### src/rtl/fp32_divider_unit.sv
// Sequential IEEE-754 single-precision divider: dataR = dataA / dataB.
// Restoring mantissa division (one quotient bit per cycle), then
// round-to-nearest-even. Denormal inputs are flushed to zero and no
// denormal results are produced. Fixed 31-cycle latency from an
// accepted start to done. When EARLY_SPECIAL is set, special operands
// finish in 2 cycles instead.
module fp32_divider_unit #(
  parameter bit EARLY_SPECIAL = 1'b1
) (
  input  logic        clk,
  input  logic        rst_n,
  input  logic        start,
  input  logic [31:0] dataA,
  input  logic [31:0] dataB,
  output logic        busy,
  output logic        done,
  output logic [31:0] dataR,
  output logic        invalid,
  output logic        divzero,
  output logic        overflow,
  output logic        underflow
);

  typedef enum logic [2:0] {
    S_IDLE, S_CHECK, S_DIVIDE, S_NORM, S_ROUND, S_DONE
  } state_t;

  localparam logic [31:0] QNAN = 32'h7FC0_0000;

  state_t             state;
  logic [31:0]        a_r, b_r;
  logic [24:0]        rem;
  logic [26:0]        q;
  logic [4:0]         cnt;
  logic signed [9:0]  e;

  // Operand fields and classes, taken from the captured operands.
  // They stay valid for the whole operation, so the special result can
  // be picked in either CHECK or ROUND without extra storage.
  logic [7:0]  a_exp, b_exp;
  logic        a_zero, b_zero, a_inf, b_inf, a_nan, b_nan, sign;
  logic [23:0] mb;

  assign a_exp  = a_r[30:23];
  assign b_exp  = b_r[30:23];
  assign a_zero = (a_exp == 8'd0);
  assign b_zero = (b_exp == 8'd0);
  assign a_inf  = (a_exp == 8'hFF) && (a_r[22:0] == 23'd0);
  assign b_inf  = (b_exp == 8'hFF) && (b_r[22:0] == 23'd0);
  assign a_nan  = (a_exp == 8'hFF) && (a_r[22:0] != 23'd0);
  assign b_nan  = (b_exp == 8'hFF) && (b_r[22:0] != 23'd0);
  assign sign   = a_r[31] ^ b_r[31];
  assign mb     = {1'b1, b_r[22:0]};

  logic        is_special;
  logic [31:0] spec_data;
  logic [3:0]  spec_flags;   // {invalid, divzero, overflow, underflow}

  // Special-operand classification in priority order.
  always_comb begin
    // NOTE: every signal written here gets a default first, so no path
    // leaves it unassigned and no latch is inferred.
    is_special = 1'b1;
    spec_data  = 32'd0;
    spec_flags = 4'b0000;
    if (a_nan || b_nan || (a_zero && b_zero) || (a_inf && b_inf)) begin
      spec_data  = QNAN;
      spec_flags = 4'b1000;
    end else if (a_inf) begin
      spec_data  = {sign, 8'hFF, 23'd0};
    end else if (b_zero) begin
      spec_data  = {sign, 8'hFF, 23'd0};
      spec_flags = 4'b0100;
    end else if (a_zero || b_inf) begin
      spec_data  = {sign, 31'd0};
    end else begin
      is_special = 1'b0;
    end
  end

  // One restoring-division step: compare, conditionally subtract, shift.
  logic        rem_ge;
  logic [24:0] rem_sub, rem_next;

  always_comb begin
    rem_ge   = (rem >= {1'b0, mb});
    rem_sub  = rem_ge ? (rem - {1'b0, mb}) : rem;
    rem_next = rem_sub << 1;
  end

  // Round-to-nearest-even on the normalised quotient, then range check.
  logic [23:0]       mant;
  logic              guard, sticky, round_up;
  logic [24:0]       mant_rnd;
  logic [22:0]       frac_fin;
  logic signed [9:0] e_fin;
  logic [31:0]       norm_data;
  logic [3:0]        norm_flags;

  always_comb begin
    mant     = q[26:3];
    guard    = q[2];
    sticky   = (|q[1:0]) | (|rem);
    round_up = guard & (sticky | mant[0]);
    mant_rnd = {1'b0, mant} + {24'd0, round_up};
    if (mant_rnd[24]) begin
      frac_fin = mant_rnd[23:1];
      e_fin    = e + 10'sd1;
    end else begin
      frac_fin = mant_rnd[22:0];
      e_fin    = e;
    end
    norm_flags = 4'b0000;
    if (e_fin >= 10'sd255) begin
      norm_data  = {sign, 8'hFF, 23'd0};
      norm_flags = 4'b0010;
    end else if (e_fin <= 10'sd0) begin
      norm_data  = {sign, 31'd0};
      norm_flags = 4'b0001;
    end else begin
      norm_data  = {sign, e_fin[7:0], frac_fin};
    end
  end

  // Control FSM with registered handshake, result and flags.
  always_ff @(posedge clk) begin
    // NOTE: all state here uses non-blocking assignments so every
    // register samples pre-edge values regardless of statement order.
    if (!rst_n) begin
      state     <= S_IDLE;
      a_r       <= 32'd0;
      b_r       <= 32'd0;
      rem       <= 25'd0;
      q         <= 27'd0;
      cnt       <= 5'd0;
      e         <= 10'sd0;
      busy      <= 1'b0;
      done      <= 1'b0;
      dataR     <= 32'd0;
      {invalid, divzero, overflow, underflow} <= 4'b0000;
    end else begin
      case (state)
        S_IDLE: begin
          if (start) begin
            a_r   <= dataA;
            b_r   <= dataB;
            busy  <= 1'b1;
            state <= S_CHECK;
          end
        end
        S_CHECK: begin
          rem <= {2'b01, a_r[22:0]};
          cnt <= 5'd0;
          e   <= $signed({2'b00, a_exp}) - $signed({2'b00, b_exp}) + 10'sd127;
          if (EARLY_SPECIAL && is_special) begin
            dataR <= spec_data;
            {invalid, divzero, overflow, underflow} <= spec_flags;
            done  <= 1'b1;
            state <= S_DONE;
          end else begin
            state <= S_DIVIDE;
          end
        end
        S_DIVIDE: begin
          q   <= {q[25:0], rem_ge};
          rem <= rem_next;
          cnt <= cnt + 5'd1;
          if (cnt == 5'd26) state <= S_NORM;
        end
        S_NORM: begin
          if (!q[26]) begin
            q <= {q[25:0], 1'b0};
            e <= e - 10'sd1;
          end
          state <= S_ROUND;
        end
        S_ROUND: begin
          if (is_special) begin
            dataR <= spec_data;
            {invalid, divzero, overflow, underflow} <= spec_flags;
          end else begin
            dataR <= norm_data;
            {invalid, divzero, overflow, underflow} <= norm_flags;
          end
          done  <= 1'b1;
          state <= S_DONE;
        end
        S_DONE: begin
          done  <= 1'b0;
          busy  <= 1'b0;
          state <= S_IDLE;
        end
        default: state <= S_IDLE;
      endcase
    end
  end

endmodule

### config.mk
export PLATFORM = sky130hd
export DESIGN_NAME = fp32_divider_unit
export DESIGN_NICKNAME = d
export VERILOG_FILES = /design/src/rtl/fp32_divider_unit.sv
export SDC_FILE = /design/constraint.sdc
export NUM_CORES = 1
export LEC_CHECK = 0
export BUFFER_PORTS_ARGS = -buffer_cell sky130_fd_sc_hd__buf_2
export CELL_PAD_IN_SITES_DETAIL_PLACEMENT = 2
export CELL_PAD_IN_SITES_GLOBAL_PLACEMENT = 2
export CORE_ASPECT_RATIO = 0.75
export CORE_MARGIN = 2
export CORE_UTILIZATION = 37
export CTS_CLUSTER_SIZE = 28
export DETAILED_ROUTE_END_ITERATION = 7
export PLACE_DENSITY = 0.92
export SKIP_CTS_REPAIR_TIMING = 1
export SLEW_MARGIN = 15
export SYNTH_ARGS = -nofsm -noshare
export SYNTH_HDL_FRONTEND = slang
export SYNTH_SLANG_ARGS = --single-unit
### constraint.sdc
create_clock -name clk -period 7.4 [get_ports clk]
set_input_delay 0.37 -clock clk [delete_from_list [all_inputs] [get_ports clk]]
set_output_delay 0.37 -clock clk [all_outputs]
set_load 0.02 [all_outputs]
==> reports/qor.txt <==
====================================================================================
Outcome                                                                 complete, no violations
Later-pin clock latency in the skew report                                   0.46 ns
Tmin final                                                                   4.00 ns
TritonCTS Sinks                                                                  172
Setup WS post-layout                                                         3.40 ns
Part of the power in registers                                                 0.261
Slew Viols, Final                                                                  0
Internal power contribution                                                0.00263 W
Post-layout nets                                                               1,469
Cell taking the most area after synthesis                               sky130_fd_sc_hd__dfxtp_1
Hold Path Cell Cnt                                                                 3
Ys async rst share                                                                 0
Via-per-instance ratio                                                          5.91
Gate power share                                                               0.555
Crit. End Element                                                               flop
Clock network fraction of design power                                         0.184
I/O pin total                                                                    105
Max rail drop VDD                                                           0.209 mV
Die Y                                                                         144 µm
Antenna cells                                                                      0
Buffer levels on the longest clock path                                            2
Static Leakage                                                               4.34 nW
Hold EP                                                                       b_r[9]
Stage delay of the slowest cell on the critical path                         0.83 ns
Post-synthesis sequential area ratio                                           0.355
Area of combinational cells with multiple inputs                            5780 µm²
Total number of H-tree levels                                                      4
Relative slew margins                                                          0.255
Portion of synthesized cell area occupied by the leading cell type             0.355
Top cells by area, synth                                                sky130_fd_sc_hd__dfxtp_1 35%, sky130_fd_sc_hd__nand2_1 13%, sky130_fd_sc_hd__a21oi_1 7.5%
Remaining global-route overflow                                                    0
Worst-case register-to-register setup slack                                  3.40 ns
Total power per unit cell area                                            470 nW/µm²
Peak fanout along the critical path                                               23
Count of flip-flops with a built-in enable after synthesis                         0
Crit Reg-Reg Endpoint                                                      dataR[15]
Post-detailed-routing wire length                                            39.3 mm
CTS tree                                                                       built
Cell type group with the largest total delay on the critical path       simple AND/OR/NAND/NOR gates
Setup slack at placement                                                     3.59 ns
Hold/Removal Path Class                                                       in2reg
Final clock period utilization by the worst path                               0.541
Final hold vios                                                                    0
Die outline area                                                          27,600 µm²
Final setup skew                                                           0.0158 ns
Layout-stage area growth over the synthesis result                             13.5%
Fraction of power spent switching nets                                         0.492
Fill cell instance count of the final layout                                   2,992
Register Area                                                               3440 µm²
Synthesized cell area                                                       9710 µm²
Global-route wire length before repair                                       62.2 mm
Slew at the pin closest to its max-slew limit                                1.11 ns
Hold Path Origin                                                            dataB[9]
Count of different cell masters after synthesis                                   72
Most frequently used flop master after synthesis                        sky130_fd_sc_hd__dfxtp_1
Type of the worst setup path                                                 reg2reg
Maximum number of pins on one net before global-route repair                      65
NetSw                                                                      0.00255 W
Final setup violating endpoints                                                    0
Detailed Routing Iterations Pass 1                                                 5
Share of final-layout standard cells stronger than drive strength 1            0.116
Critical path arrival                                                        4.40 ns
Average footprint of a synthesized cell                                     7.40 µm²
Mean routed wirelength per cell                                              22.8 µm
Final setup TNS                                                                 0 ns
Yosys warnings                                                                     0
RR Startpoint                                                                   q[2]
Max frequency                                                              0.250 GHz
CTS buffer count                                                                  17
Width of the chip                                                             191 µm
Final HPWL from detailed placement                                           27.4 mm
Depth of the worst register-to-register path                                      10
Number of antenna-violating nets in the routed design                              0
Cell at the slowest stage of the critical path                          sky130_fd_sc_hd__nor3b_4
Clk slew on worst S/H paths                                                  0.08 ns
Unrepaired setup endpoints after global routing                                false
Core Region                                                               25,800 µm²
Post-synth net total                                                           1,417
Type of origin of the critical path                                             flop
Vias after detailed routing                                                   10,200
Synth Instances                                                                1,311
Total GRT Usage                                                                0.291
FP Rows                                                                           51
Weighted congestion at the end of routability-driven global placement          0.900
Total buffers and inverters traversed by the critical path                         0
Vias in the first global route                                                11,000
Number of antenna violations at the first check in global routing                  0
Cell chosen for the clock root                                          sky130_fd_sc_hd__clkbuf_16
Detailed router's first-iteration violation count                                640
CP Data Required Time                                                        7.80 ns
Final Util                                                                     0.426
Number of buffers added on ports                                                 104
Sequence of cells on the critical path                                  and2_1, ha_1, nand3_1, or4_4, or3_4, nor3_2, xnor2_1, o31a_1, nor3b_4, a32o_1
Initial standard-cell utilization of the core                                  0.376
# Max-Cap Violations                                                               0
Power, Total                                                               0.00518 W
Number of design rule violations left after detail routing                         0
Number of synthesized register bits                                              172
====================================================================================
-- synthesized netlist by cell type, drive strengths merged, types with 24 or more instances --
master and n:
o21ai 41, nand3 46, xnor2 40, nor2 78, a31oi 27, dfxtp 172, nand2 329, ha 37
inv 48, nand4 24, a21oi 145, clkbuf 71
-- logic make-up after synthesis --
group                      count (synthesis)  share of synthesized area
DFF                                      172                      0.355
AOI/OAI and AO/OA                        320                      0.209
buffers and inverters                    128                     0.0518
muxes                                      7                    0.00722
and+or+nand+nor                          585                      0.271
xor gates and xnor gates                  60                     0.0541
adders and majority gates                 39                     0.0518
-- layout make-up --
cell class                      instances  share of cell area
Multi-Input combinational cell       1011               0.524
Sequential cell                       172               0.313
Timing Repair Buffer                  113              0.0534
Clock buffer                           19              0.0402
Tap cell                              344              0.0391
Inverter                               48              0.0165
Clock inverter                         13              0.0139
-- cells in the final DEF (no fill, tap or decap), drive strengths merged, types with 4 or more instances in the layout --
cell / n
nor2: 78
buf: 113
xor2: 20
or3: 6
xnor2: 40
nand2: 329
nor2b: 9
a22o: 13
dfxtp: 172
nand3: 46
a32o: 11
and4: 5
clkinv: 4
a21oi: 145
or4: 5
o221ai: 5
nor4: 23
o211ai: 5
a22oi: 4
and2: 5
clkbuf: 19
o21a: 6
and3: 7
o221a: 8
ha: 37
inv: 54
o21ai: 41
or2: 6
nor3: 20
nor3b: 5
nand2b: 11
a31oi: 27
nand4: 24
mux2i: 7
a21o: 13
a211oi: 8
-- layer usage --
| layer | share of wire | wire, µm | track usage | vias to the layer above |
|---|---|---|---|---|
| li1 | - | - | - | 4680 |
| met5 | 0 | 0 | 0 | - |
| met3 | 0.052 | 2030 | 0.0585 | 68 |
| met2 | 0.47 | 18500 | 0.484 | 286 |
| met1 | 0.45 | 17700 | 0.375 | 5128 |
| met4 | 0.026 | 1030 | 0.107 | 0 |
-- worst reg2reg max path: stages (launching register included) --
cell	delay (ns)
sky130_fd_sc_hd__dfxtp_1	0.45
sky130_fd_sc_hd__and2_1	0.18
sky130_fd_sc_hd__ha_1	0.21
sky130_fd_sc_hd__nand3_1	0.15
sky130_fd_sc_hd__or4_4	0.58
sky130_fd_sc_hd__or3_4	0.49
sky130_fd_sc_hd__nor3_2	0.28
sky130_fd_sc_hd__xnor2_1	0.18
sky130_fd_sc_hd__o31a_1	0.24
sky130_fd_sc_hd__nor3b_4	0.83
sky130_fd_sc_hd__a32o_1	0.34
-- state kept, by name, summed over array words and instances, names as in the netlist --
signal,flops
e,10
a_r,32
done,1
dataR,32
busy,1
underflow,1
b_r,32
state,3
invalid,1
cnt,5
q,27
overflow,1
divzero,1
rem,25
-- worst max-delay path by stage --
stage | start | endpoint | slack [ns] | cells after the start
final | q[2] | dataR[15] | 3.40 | 10
after global routing | q[2] | dataR[11] | 3.26 | 10
after CTS | q[2] | dataR[15] | 3.44 | 10
after detailed placement | q[3] | dataR[15] | 3.59 | 10
after global placement | q[3] | dataR[17] | 3.87 | 10
after floorplan | q[3] | dataR[10] | 4.46 | 12
-- power by group through the flow --
stage | Combinational [W] | Clock, W | Sequential, W
2_1_floorplan | 0.00203 | 0 | 0.00126
3_3_place_gp | 0.00258 | 0 | 0.00134
3_5_place_dp | 0.00276 | 0 | 0.00136
4_1_cts | 0.00284 | 0.000966 | 0.00134
5_1_grt | 0.00315 | 0.00100 | 0.00138
6_report | 0.00287 | 0.000954 | 0.00135
-- per-stage QoR --
step / hold WS, ns / instance area [µm²] / std cells
final: 0.149 / 11000 / 1720
after global routing: 0.155 / 11000 / 1720
after CTS: 0.135 / 11000 / 1720
after detailed placement: 0.461 / 10400 / 1688
after global placement: 0.438 / 10400 / 1688
after floorplan: 0.415 / 9710 / 1311
Power figures use the tool's default switching activity.
